[config.mk]
export PLATFORM = sky130hd
export DESIGN_NAME = ifu_prefetch
export DESIGN_NICKNAME = d
export VERILOG_FILES = /design/src/rtl/ifu_prefetch.sv
export SDC_FILE = /design/constraint.sdc
export NUM_CORES = 1
export LEC_CHECK = 0
export CORE_MARGIN = 4
export CORE_UTILIZATION = 60
export DETAILED_ROUTE_END_ITERATION = 12
export PLACE_DENSITY_LB_ADDON = 0.3
export REMOVE_ABC_BUFFERS = 1
export SLEW_MARGIN = 20
export SYNTH_ARGS = -nofsm -noshare
export SYNTH_HDL_FRONTEND = slang
export SYNTH_SLANG_ARGS = --single-unit
[constraint.sdc]
create_clock -name clk -period 7 [get_ports clk]
set_clock_uncertainty 0.05 [all_clocks]
set_input_delay 1.4 -clock clk [delete_from_list [all_inputs] [get_ports clk]]
set_output_delay 1.4 -clock clk [all_outputs]
set_load 0.005 [all_outputs]
[src/rtl/ifu_prefetch.sv]
`default_nettype none
// ============================================================================
// Module  : ifu_prefetch
// Brief   : Prefetching RV32I fetch unit with a DEPTH-entry instruction queue.
//           Optional ebreak halt is built when IFU_EBREAK_HALT_EN is defined.
// Rev     : 1.0  initial release
// ============================================================================
module ifu_prefetch #(
  parameter int               WIDTH    = 32,
  parameter int               DEPTH    = 4,
  parameter logic [WIDTH-1:0] RESET_PC = 32'h80000000
) (
  input  logic             clk,
  input  logic             rst,
  output logic             imem_req_valid,
  input  logic             imem_req_ready,
  output logic [WIDTH-1:0] imem_req_addr,
  input  logic             imem_rsp_valid,
  input  logic [31:0]      imem_rsp_data,
  input  logic             redirect_valid,
  input  logic [WIDTH-1:0] redirect_pc,
  output logic             out_valid,
  input  logic             out_ready,
  output logic [WIDTH-1:0] out_pc,
  output logic [31:0]      out_instr,
  output logic             ebreak,
  output logic             halted
);

  localparam int          c_PTR_W  = (DEPTH > 1) ? $clog2(DEPTH) : 1;
  localparam int          c_CNT_W  = $clog2(DEPTH + 1);
  localparam logic [31:0] c_EBREAK = 32'h00100073;

  logic [WIDTH-1:0]   r_fetch_pc;
  logic [WIDTH-1:0]   r_rsp_pc;
  logic [c_CNT_W-1:0] r_inflight;
  logic [c_CNT_W-1:0] r_drop;
  logic [c_CNT_W-1:0] r_count;
  logic [c_PTR_W-1:0] r_head;
  logic [c_PTR_W-1:0] r_tail;
  logic [WIDTH-1:0]   r_q_pc    [DEPTH];
  logic [31:0]        r_q_instr [DEPTH];

  logic               w_halted;
  logic               w_halt_set;
  logic               w_flush;
  logic               w_req_fire;
  logic               w_deq;
  logic               w_enq;
  logic               w_rsp_drop;
  logic [c_CNT_W:0]   w_occ;
  logic [c_CNT_W-1:0] w_inflight_nxt;
  logic [WIDTH-1:0]   w_target;
  logic               w_unused;

  assign w_target = {redirect_pc[WIDTH-1:2], 2'b00};
  assign w_unused = &{1'b0, redirect_pc[1:0]};

  // Buffered plus outstanding fetches never exceed DEPTH, so enqueue cannot overflow.
  assign w_occ          = {1'b0, r_count} + {1'b0, r_inflight};
  assign imem_req_valid = !rst && !redirect_valid && !w_halted &&
                          (w_occ < (c_CNT_W+1)'(DEPTH));
  assign imem_req_addr  = rst ? '0 : r_fetch_pc;

  assign out_valid = (r_count != '0);
  assign out_pc    = out_valid ? r_q_pc[r_head]    : '0;
  assign out_instr = out_valid ? r_q_instr[r_head] : '0;
  assign ebreak    = out_valid && (r_q_instr[r_head] == c_EBREAK);

  assign w_req_fire     = imem_req_valid && imem_req_ready;
  assign w_deq          = out_valid && out_ready;
  assign w_flush        = redirect_valid || w_halt_set;
  assign w_rsp_drop     = imem_rsp_valid && (r_drop != '0);
  assign w_enq          = imem_rsp_valid && (r_drop == '0) && !w_flush;
  assign w_inflight_nxt = r_inflight + c_CNT_W'(w_req_fire) - c_CNT_W'(imem_rsp_valid);

`ifdef IFU_EBREAK_HALT_EN
  logic r_halted;

  // A dequeue that coincides with a redirect is consumed without side effects.
  assign w_halt_set = w_deq && ebreak && !redirect_valid;

  always_ff @(posedge clk) begin
    if (rst) begin
      r_halted <= 1'b0;
    end else if (redirect_valid) begin
      r_halted <= 1'b0;
    end else if (w_halt_set) begin
      r_halted <= 1'b1;
    end
  end

  assign w_halted = r_halted;
`else
  assign w_halt_set = 1'b0;
  assign w_halted   = 1'b0;
`endif

  assign halted = w_halted;

  always_ff @(posedge clk) begin
    if (rst) begin
      r_fetch_pc <= RESET_PC;
      r_rsp_pc   <= RESET_PC;
      r_inflight <= '0;
      r_drop     <= '0;
      r_count    <= '0;
      r_head     <= '0;
      r_tail     <= '0;
    end else begin
      r_inflight <= w_inflight_nxt;
      if (w_req_fire) begin
        r_fetch_pc <= r_fetch_pc + WIDTH'(4);
      end
      if (w_flush) begin
        // Everything still outstanding after this cycle is stale.
        r_count <= '0;
        r_head  <= '0;
        r_tail  <= '0;
        r_drop  <= w_inflight_nxt;
        if (redirect_valid) begin
          r_fetch_pc <= w_target;
          r_rsp_pc   <= w_target;
        end
      end else begin
        if (w_rsp_drop) begin
          r_drop <= r_drop - c_CNT_W'(1);
        end
        if (w_enq) begin
          r_tail   <= r_tail + c_PTR_W'(1);
          r_rsp_pc <= r_rsp_pc + WIDTH'(4);
        end
        if (w_deq) begin
          r_head <= r_head + c_PTR_W'(1);
        end
        case ({w_enq, w_deq})
          2'b10:   r_count <= r_count + c_CNT_W'(1);
          2'b01:   r_count <= r_count - c_CNT_W'(1);
          default: r_count <= r_count;
        endcase
      end
    end
  end

  always_ff @(posedge clk) begin
    if (w_enq) begin
      r_q_pc[r_tail]    <= r_rsp_pc;
      r_q_instr[r_tail] <= imem_rsp_data;
    end
  end

endmodule
`default_nettype wire

### After elaboration in Yosys (flattened, before gate mapping)

Memory sizes are Yosys's and may differ from the RTL's. A register that Yosys moved wholly into a read port is not among the register bits.
Cells that the tools add are included.

* order comparisons: 1
* equality and inequality tests: 3
* reductions and logical operators: 18
* add/sub/neg operators: 10
* muxes and demuxes: 16

Operators by type and width (number)
* two-way mux 32 bit: 7
* adder 32 x 3 -> 32 bit (second input constant): 2
* equality test 32 x 21 -> 1 bit (second input constant): 1
* logical AND 1 bit: 8
* two-way mux 2 bit: 4
* nonzero test 2 bit: 4
* two-way mux 3 bit: 2
* case mux 3 bit (2 select lines): 1
* nonzero test 3 bit: 2
* subtractor 3 x 1 -> 3 bit (second input constant): 2
* adder 2 x 1 -> 2 bit (second input constant): 2
* adder 3 x 3 -> 4 bit: 1
* less-than comparator 4 x 3 -> 1 bit (second input constant): 1
* adder 3 x 1 -> 3 bit: 1
* adder 3 x 1 -> 3 bit (second input constant): 1
* zero test 3 bit: 1
* subtractor 3 x 1 -> 3 bit: 1
* equality test 2 x 1 -> 1 bit (second input constant): 1
* equality test 2 bit (second input constant): 1
* zero test 1 bit: 2
* two-way mux 1 bit: 2
* OR reduction 2 bit: 1

* RAM bits: 256
* output and inout bits: 100
* memories: 2
* register bits: 77

Memory list
* r_q_instr: words 4, bits a word 32, read ports 1, clocked after memory_dff 1, write ports 1, RTL line 42 `logic [31:0] r_q_instr [DEPTH];`
* r_q_pc: words 4, bits a word 32, read ports 1, clocked after memory_dff 1, write ports 1, RTL line 41 `logic [WIDTH-1:0] r_q_pc [DEPTH];`

### Longest topological paths before layout

* word-level depth: 7
* mapped depth: 15
* depth with buffers taken out: 13

### Worst setup path before layout

No wires, ideal clock.

* path type: input -> register
* start: input port imem_rsp_valid
* end: memory r_q_instr[0][0] (enable)
* data arrival time: 3578 ps
* buffers on the path: 2
* cell stages on the path: 4
* slack: 2945 ps
* path through: and3b_1 -> clkbuf_1 -> clkbuf_1 -> and3_1

* cells in the longest elaborated chain, start to end: 4

RTL lines
* from (decl): RTL line 18 `input logic imem_rsp_valid,`
* logical AND 1 bit (2 in series): RTL line 74 `assign w_enq = imem_rsp_valid && (r_drop == '0) && !w_flush;`
* two-way mux 1 bit: RTL line 146 `if (w_enq) begin`
* two-way mux 1 bit (not written as such): RTL line 148 `r_q_instr[r_tail] <= imem_rsp_data;`
* to (decl): RTL line 42

Every way passes these cells.

==> out/metrics.yaml <==
yosys:
  ys.flop_type: "edfxtp_1"
  synthesis.area_um2: 13830
  ys_seq_area_frac: 0.6468
  synth_cell_types: 58
  async_flop_share: 0
  synth_area_per_cell_um2: 14.22
  synth_warnings: 0
  synth_edf_count: 248
  ys_ff_latch: 323
  synthCells: 973
setup_path:
  path_class: "reg -> out"
  critical_path_depth: 5
  critPathLaunchType: "flip-flop"
  end_kind: "output port"
  r2r_cells: 13
  path_delay_family: "simple AND/OR/NAND/NOR gates"
  critPathMaxFanout: 33
  path_buf_inv: 1
  rrSetupSlack_ns: 3.76
  r2r-start: "r_count[1]$_SDFFE_PP0P_"
  r2r_end: "r_drop[2]$_SDFFE_PP0P_"
  cp_data_required_time_ns: 5.55
  critPathMaxStageDelay_ns: 0.75
  crit_chain: "mux4_2 -> nor4_1 -> nand4_1 -> nor3_1 -> clkdlybuf4s50_1"
  slowest_stage: "dfxtp_4"
  cp.arrival_ns: 3.47
timing:
  setup_tns_ns: 0
  max_clock_freq_ghz: 0.2033
  rsz0062_at_grt: "false"
  final_hold_viol_count: 0
  finalSetupViolCount: 0
  finalCritPeriodShare: 0.7027
  worst_slew_pin_slew_ns: 1.107
  slew_viol_final: 0
  relSlewSlack: 0.2592
  fin_crit_ns: 4.919
global_routing:
  grt_max_degree: 65
  antenna_found_initial: 0
  grt_pass1_vias: 8601
  grt_overflow_total: 0
  grt_pass1_wl_um: 45910
  grt_usage: 0.2236
finish:
  layoutNonFillerInstCount: 1431
  nNetsFinal: 1208
  drive_above_1_share: 0.1178
  antennaDiodeCount: 0
  area_growth_syn_to_layout_pct: 20.04
placement:
  hpwl_um: 18320
  gp_congestion: 0.8358
  port_buffers: 162
  dp_cells: 1376
min_path:
  min_from: "r_fetch_pc[20]$_SDFFE_PP0P_"
  holdPathEnd: "r_fetch_pc[20]$_SDFFE_PP0P_"
  hold_path_class: "reg -> reg"
  hold_path_depth: 2
floorplanning:
  fp.dieArea_um2: 25550
  ios: 170
  core_area_um2: 22640
  fp-row-count: 55
  die_x_um: 159.8
  fp.dieH_um: 159.8
  initial_core_util: 0.6111
clocking:
  cts_tree: "built"
  numCtsBuffers: 30
  clkTransAtPathRegs_ns: 0.07
  clock_latency_ns: 0.55
  ctsHoldBuffers: 0
  cts-resized-gates: 0
  postCtsSetupBuffers: 0
  clock-root-buffer: "clkbuf_16"
  cts_buffer_depth: 3
  h-tree-depth: 1
  cts.sinks: 323
power_and_ir_drop:
  p_leak_nw: 5.350
  power.density_nw_per_um2: 250.6
  total_power_mw: 4.162
  peakVddDrop_mv: 0.1755
routing:
  drt_first_iter_violations: 656
  totalWireLength_um: 28740
  drt-vias-per-instance: 5.980
  wl_per_cell_um: 20.08
  drcViolationCount: 0
  vias: 8558
  first_pass_iters: 5
  ant_nets: 0
flow_run:
  maxCapViolations: 0
outcome:
  run_status: "complete, no violations"
-- placed cells by master, fill, tap and decap left out, types with 6 or more instances in the layout --
cell type        count
a21boi_0             8
a21oi_1             35
xor2_1              11
xnor2_1             22
a311oi_1             7
dfxtp_1             73
clkbuf_16           31
o21ai_0             24
ha_1                13
clkbuf_1             8
and4_1               9
or3_1                9
and2_1              70
a211oi_1             9
nor2_1              46
nor4_1              19
nor3_1              19
nor2b_1             30
edfxtp_1           248
clkinv_2             6
inv_1               22
nand4_1             21
clkdlybuf4s50_1    161
a31oi_1             20
mux4_2              62
buf_4               13
nand2_1             54
nand3_1             23
-- metrics by stage --
| stage | hold slack (ns) | cell area (µm²) | util | setup WS, ns |
|---|---|---|---|---|
| after floorplan | 0.4050 | 13590 | - | 1.635 |
| after global placement | 0.4308 | 15680 | 0.6923 | 2.629 |
| after detailed placement | 0.4316 | 15680 | 0.6923 | 2.597 |
| after CTS | 0.4420 | 16610 | 0.7335 | 1.953 |
| after global routing | 0.4734 | 16610 | 0.7335 | 1.917 |
| final | 0.4468 | 16610 | 0.7335 | 2.081 |
-- metal layers --
metal | part of all wire | GRT usage
met5 | 0 | 0
met4 | 0.018 | 0.05358
met3 | 0.060 | 0.02813
met2 | 0.49 | 0.3758
met1 | 0.43 | 0.3181
-- worst max path at each step --
stage / end / slack [ns] / start
finish: ebreak / 2.08 / flip-flop
global route: ebreak / 1.92 / flip-flop
CTS: ebreak / 1.95 / flip-flop
detailed placement: ebreak / 2.60 / flip-flop
global placement: ebreak / 2.63 / flip-flop
floorplan: ebreak / 1.64 / flip-flop
-- cell families (layout without fill, tap and decap cells) --
kind of cell	Yosys count	in the layout	share of synthesized area
DFF	323	323	0.6468
adders and majority gates	15	15	0.01465
buffers and inverters	84	253	0.02478
and+or+nand+nor	325	325	0.1310
other	1	5	0.0002711
AOI/OAI and AO/OA	127	127	0.05834
muxes	65	65	0.1033
xor gates and xnor gates	33	33	0.02089
-- sequential cells by signal (all words and copies together) (netlist names), named ones only --
register and count:
r_head 2, r_q_pc 120, r_tail 2, r_inflight 3, r_rsp_pc 30, r_drop 3
r_count 3, r_q_instr 128, r_fetch_pc 30
-- cell usage after synthesis (all sizes together) (2+ instances only) --
cell type,n,share of area
xor2,11,0.0070
ha,13,0.012
a311oi,7,0.0044
o211ai,2,0.0011
a31oi,20,0.0090
a21oi,35,0.013
mux2,2,0.0016
nor4,21,0.010
o21bai,3,0.0016
clkbuf,47,0.013
nand3,24,0.0090
buf,14,0.0058
fa,2,0.0029
a41oi,3,0.0019
or4,2,0.0014
dfxtp,75,0.11
nand4b,2,0.0013
nor3,19,0.0069
edfxtp,248,0.54
mux4,62,0.10
o311ai,2,0.0013
a211oi,9,0.0049
and2,70,0.032
inv,23,0.0062
and4,10,0.0065
and3,9,0.0041
nand3b,2,0.0011
o31a,4,0.0025
nand2,54,0.015
o21ai,24,0.0087
a21o,3,0.0016
nor2b,30,0.014
xnor2,22,0.014
or3,10,0.0045
nor2,46,0.012
nand4,22,0.011
a21boi,8,0.0043
-- area by class of cell --
class | count | area, µm²
Fill cell | 1422 | 6033
Multi-Input combinational cell | 570 | 4564
Clock buffer | 39 | 805.8
Timing Repair Buffer | 175 | 1714
Sequential cell | 323 | 8954
Clock inverter | 16 | 126.4
Tap cell | 285 | 356.6
Inverter | 23 | 86.33
-- power breakdown --
group | total [mW] | internal, mW | leakage, nW | switching, mW
sequential | 2.22 | 2.16 | 2.88 | 0.0644
combinational | 0.395 | 0.200 | 2.02 | 0.195
clock | 1.54 | 0.880 | 0.451 | 0.664
-- worst register-to-register path, cell delays in order (launching register included) --
cell,delay (ns)
dfxtp_1,0.38
ha_1,0.24
a311oi_1,0.36
and3_1,0.56
inv_1,0.12
ha_1,0.30
inv_1,0.04
ha_1,0.18
fa_1,0.38
xnor2_1,0.18
xnor2_1,0.13
nor2_1,0.07
nand2_1,0.07
o21ai_0,0.07
(Power assumes the default switching activity.)
